--- src/rtl/dma_pkg.sv ---
// Shared definitions for the DMA request arbiter: channel sizing, command-register
// bit positions, arbiter state encoding and a one-hot helper.
package dma_pkg;

  localparam int unsigned NCH = 4;
  localparam int unsigned CHW = 2;

  localparam int unsigned CMD_DISABLE   = 2;
  localparam int unsigned CMD_ROTATE    = 4;
  localparam int unsigned CMD_DREQ_LOW  = 6;
  localparam int unsigned CMD_DACK_HIGH = 7;

  typedef enum logic [1:0] {
    IDLE  = 2'd0,
    ARB   = 2'd1,
    GRANT = 2'd2
  } arb_state_t;

  function automatic logic [NCH-1:0] onehot(input logic [CHW-1:0] ch);
    logic [NCH-1:0] v;
    v     = '0;
    v[ch] = 1'b1;
    return v;
  endfunction

endpackage

--- src/rtl/dma_prio_encoder.sv ---
// Combinational priority pick: scans the effective requests starting at the
// highest-priority channel and wrapping around.
module dma_prio_encoder
  import dma_pkg::*;
(
  input  logic [NCH-1:0] eff,
  input  logic [CHW-1:0] topCh,
  output logic [CHW-1:0] winner,
  output logic           found
);

  logic [CHW-1:0] idx;

  always_comb begin
    winner = '0;
    found  = 1'b0;
    idx    = '0;
    for (int unsigned i = 0; i < NCH; i++) begin
      // CHW-bit add wraps modulo NCH because NCH is a power of two
      idx = topCh + CHW'(i);
      if (!found && eff[idx]) begin
        winner = idx;
        found  = 1'b1;
      end
    end
  end

endmodule

--- src/rtl/dma_priority_arbiter.sv ---
// DREQ conditioning and fixed/rotating arbitration in front of the DMA timing
// control; presents one latched grant and drives DACK for the served channel.
module dma_priority_arbiter
  import dma_pkg::*;
(
  input  logic           CLK,
  input  logic           RESET_N,
  input  logic [NCH-1:0] DREQ,
  input  logic [7:0]     cmd_reg,
  input  logic [NCH-1:0] mask_reg,
  input  logic [NCH-1:0] req_reg,
  input  logic           valid_dack,
  input  logic           svc_done,
  output logic [NCH-1:0] VALID_DREQ,
  output logic [NCH-1:0] DACK,
  output logic [CHW-1:0] grant_ch,
  output logic           busy,
  output logic [NCH-1:0] req_pending
);

  arb_state_t     state;
  logic [NCH-1:0] dreqQ;
  logic [NCH-1:0] eff;
  logic [NCH-1:0] validDreq;
  logic [NCH-1:0] dackAct;
  logic [CHW-1:0] grantCh;
  logic [CHW-1:0] prioPtr;
  logic [CHW-1:0] topCh;
  logic [CHW-1:0] winner;
  logic           found;
  logic           busyQ;

  assign eff = (dreqQ & ~mask_reg) | req_reg;

  // Mux keeps a rotate->fixed switch effective at once, before prioPtr clears
  assign topCh = cmd_reg[CMD_ROTATE] ? prioPtr : '0;

  dma_prio_encoder uEnc (
    .eff    (eff),
    .topCh  (topCh),
    .winner (winner),
    .found  (found)
  );

  always_ff @(posedge CLK) begin
    if (!RESET_N) begin
      dreqQ     <= '0;
      state     <= IDLE;
      validDreq <= '0;
      grantCh   <= '0;
      busyQ     <= 1'b0;
      dackAct   <= '0;
      prioPtr   <= '0;
    end else begin
      dreqQ <= DREQ ^ {NCH{cmd_reg[CMD_DREQ_LOW]}};

      case (state)
        IDLE: begin
          if ((|eff) && !cmd_reg[CMD_DISABLE]) state <= ARB;
        end
        ARB: begin
          if (found) begin
            grantCh   <= winner;
            validDreq <= onehot(winner);
            busyQ     <= 1'b1;
            state     <= GRANT;
          end else begin
            state <= IDLE;
          end
        end
        GRANT: begin
          if (svc_done) begin
            validDreq <= '0;
            busyQ     <= 1'b0;
            state     <= IDLE;
          end
        end
        default: state <= IDLE;
      endcase

      if (state == GRANT && valid_dack && !svc_done) dackAct <= onehot(grantCh);
      else dackAct <= '0;

      if (!cmd_reg[CMD_ROTATE]) prioPtr <= '0;
      else if (state == GRANT && svc_done) prioPtr <= grantCh + CHW'(1);
    end
  end

  assign VALID_DREQ  = validDreq;
  assign grant_ch    = grantCh;
  assign busy        = busyQ;
  assign req_pending = eff;
  assign DACK        = dackAct ^ {NCH{~cmd_reg[CMD_DACK_HIGH]}};

endmodule

--- config.mk ---
export PLATFORM = sky130hd
export DESIGN_NAME = dma_priority_arbiter
export DESIGN_NICKNAME = d
export VERILOG_FILES = /design/src/rtl/dma_pkg.sv /design/src/rtl/dma_prio_encoder.sv /design/src/rtl/dma_priority_arbiter.sv
export SDC_FILE = /design/constraint.sdc
export NUM_CORES = 1
export LEC_CHECK = 0
export CAP_MARGIN = 40
export CORE_UTILIZATION = 44
export CTS_CLUSTER_SIZE = 20
export DETAILED_ROUTE_END_ITERATION = 10
export HOLD_SLACK_MARGIN = 0.08
export PLACE_DENSITY = 0.79
export SLEW_MARGIN = 10
export SYNTH_ARGS = -nofsm -noshare
export SYNTH_HDL_FRONTEND = slang
export SYNTH_SLANG_ARGS = --single-unit
--- constraint.sdc ---
create_clock -name CLK -period 2.15 [get_ports CLK]
set_input_delay 0.43 -clock CLK [delete_from_list [all_inputs] [get_ports CLK]]
set_output_delay 0.43 -clock CLK [all_outputs]
set_load 0.1 [all_outputs]
==> run_results.csv <==
group,metric,value,unit
logic_synthesis,synthMuxAreaShare,0.00930,
sta,hold_violations,0,
sta,whs,466,ps
setup_path,end_kind,"primary output",
clock_tree,post_cts_buffers,0,
clock_tree,cts_buffers,3,
sta,fmax,497,MHz
setup_path,cp.required,1720,ps
logic_synthesis,yosysSeqAreaShare,0.353,
clock_tree,cts-root-buf,"clkbuf_4",
floorplan,dieArea,2650,µm²
floorplan,row_count,17,
global_route,antenna_found_initial,0,
setup_path,worstSetupPathType,"primary input to primary output",
status,outcome,"complete, no violations",
logic_synthesis,synth_area,1080,µm²
setup_path,arrival,1580,ps
clock_tree,path_clk_slew,100,ps
logic_synthesis,synth-adder-area-share,0.0465,
sta,fin_ws,138,ps
logic_synthesis,synth_seq_cells,19,
floorplan,die_w,51.5,µm
pwr,internal-power,0.000569,W
clock_tree,cts_htree_levels,1,
sta,period_share,0.936,
logic_synthesis,synth_cell_types,46,
final_layout,drive_gt1_frac,0.274,
min_path,holdPathStages,1,
global_route,first_global_vias,1058,
routing,drcViolationCount,0,
routing,vias_per_cell,5.29,
logic_synthesis,synth_top_family_by_area,"simple AND/OR/NAND/NOR gates",
sta,min_period,2010,ps
setup_path,rr_worst_depth,5,
floorplan,ioPinCount,39,
sta,rsz0062_at_grt,"no",
routing,wl_per_cell,13.5,µm
floorplan,core_area,2250,µm²
logic_synthesis,synth.avg_cell_area,8.97,µm²
logic_synthesis,synth_simple_gate_area_share,0.252,
sta,max_slew_margin,0.772,
flow_run,maxCapViolCount,0,
logic_synthesis,synth_nets,148,
routing,ant_nets,0,
pwr,ir_drop,461,µV
final_layout,antenna_cells,0,
routing,drt-total-wl,2.59,mm
global_route,gr-usage-met1,0.229,
final_layout,fin_cells,192,
logic_synthesis,syn_inst,120,
sta,tns,0,ps
global_route,busiest_layer,"met2",
place,port_buffers,34,
pwr,power.density,553,nW/µm²
logic_synthesis,synth_top_flop_cell,"dfxtp_1",
final_layout,area_growth,48.7,%
global_route,grt_usage,0.221,
clock_tree,numClockSinks,19,
clock_tree,ctsResizeCount,0,
min_path,min-delay-path-class,"register to register",
logic_synthesis,synth_edf_count,0,
clock_tree,cts_tree,"done",
routing,dr.pass1.iters,4,
floorplan,start_util,0.477,
setup_path,cp_max_fo,4,
place,gp_congestion,0.827,
place,place_inst,188,
sta,finalSetupViolCount,0,
sta,slew_violations,0,
setup_path,startpoint_type,"primary input",
pwr,comb_power_share,0.370,
routing,route.vias.total,1016,
logic_synthesis,ys_warn_count,0,
final_layout,nNetsFinal,193,
clock_tree,clock_path_buffers,2,
pwr,p_sw,0.000316,W
global_route,grtUsageMet2,0.416,
pwr,switching_share,0.357,
place,pre_cts_slack,-73.1,ps
logic_synthesis,synth-compound-area-share,0.213,
global_route,grt_first_pass_wirelength,4.28,mm
pwr,leakagePower,0.670,nW
clock_tree,cts.hold.buffers_added,0,
place,hpwl,2.10,mm
global_route,use_met3,0.0357,
pwr,pwr-share-seq,0.425,
pwr,clockPowerShare,0.205,
clock_tree,clk_latency,290,ps
sta,worst_pin_slew,342,ps
logic_synthesis,async_reset_ff_frac,0,
global_route,grt_overflow,0,
floorplan,die_y,51.5,µm
global_route,grt_max_degree,14,
sta,finClkSkew,1.71,ps
logic_synthesis,synth_xor_area_frac,0.0651,
routing,dr.first_iter.drc_count,14,
-- cell type report --
cell class	instances	area (µm²)
Timing Repair Buffer	46	493
Tap cell	28	35.0
Clock buffer	4	26.3
Multi-Input combinational cell	87	636
Sequential cell	19	380
Inverter	8	30.0
Fill cell	167	654
-- path summary, 6_finish.rpt --
kind | from | end | slack [ps]
worst min register to register | state[0] | state[0] | 470
worst max register to register | prioPtr[1] | VALID_DREQ[3] | 430
worst max-delay path | mask_reg[3] | req_pending[3] | 140
worst min-delay path | state[0] | state[0] | 470
-- power groups by stage --
| stage | clock [W] | sequential, W | combinational [W] |
|---|---|---|---|
| floorplan | 0 | 0.000425 | 0.000161 |
| global placement | 0 | 0.000383 | 0.000321 |
| detailed placement | 0 | 0.000384 | 0.000328 |
| CTS | 0.000183 | 0.000376 | 0.000328 |
| global route | 0.000195 | 0.000378 | 0.000344 |
| finish | 0.000181 | 0.000376 | 0.000328 |
-- cell usage in the layout, fill, tap and decap left out, types with 2 or more instances in the layout --
cell / netlist / routed
a211oi_1: 3 / 3
a21oi_1: 7 / 7
a41o_1: 2 / 2
and2_1: 4 / 4
buf_12: 0 / 8
buf_4: 1 / 19
clkbuf_4: 0 / 3
clkdlybuf4s50_1: 0 / 19
dfxtp_1: 19 / 19
ha_1: 4 / 4
inv_1: 7 / 7
nand2_1: 5 / 4
nand2_2: 1 / 2
nand2b_1: 3 / 3
nand3_1: 6 / 6
nor2_1: 15 / 15
or2_1: 2 / 2
xnor2_1: 8 / 8
-- per-stage QoR --
step | util | total power [W] | cell area [µm²]
floorplan | - | 0.000585 | 1080
global placement | 0.697 | 0.000704 | 1570
detailed placement | 0.697 | 0.000712 | 1570
CTS | 0.709 | 0.000887 | 1600
global route | 0.710 | 0.000917 | 1600
finish | 0.710 | 0.000885 | 1600
-- synth_stat cells (2+ instances only) --
cell	n	area, µm²
xnor2_1	8	70.1
nor2_1	15	56.3
ha_1	4	50.1
and2_1	4	25.0
nand2b_1	3	18.8
nand3_1	6	30.0
nand2_1	5	18.8
a41o_1	2	20.0
a211oi_1	3	22.5
dfxtp_1	19	380
inv_1	7	26.3
clkbuf_1	3	11.3
or2_1	2	12.5
a21oi_1	7	35.0
-- layer usage --
metal | part of all wire | up-vias
met4 | 0.016 | 0
met5 | 0 | -
met2 | 0.55 | 24
met3 | 0.036 | 7
met1 | 0.40 | 477
li1 | - | 508
-- logic make-up after synthesis --
logic type	after synthesis
compound gates	26
xor+xnor	8
fa+ha+maj	4
buf+inv	14
flops	19
mux	1
simple gates	48
-- flip-flops by register name (all words and copies together) (netlist names) --
name        count
busy            1
state           2
prioPtr         2
VALID_DREQ      4
dreqQ           4
grant_ch        2
dackAct         4
-- critical path, stage by stage --
cell             delay (ps)
clkdlybuf4s50_1         420
nor2b_2                 230
buf_4                   170
nor2_2                   50
inv_1                   110
buf_12                  180
Note: power is estimated with default switching activity, not from simulation.
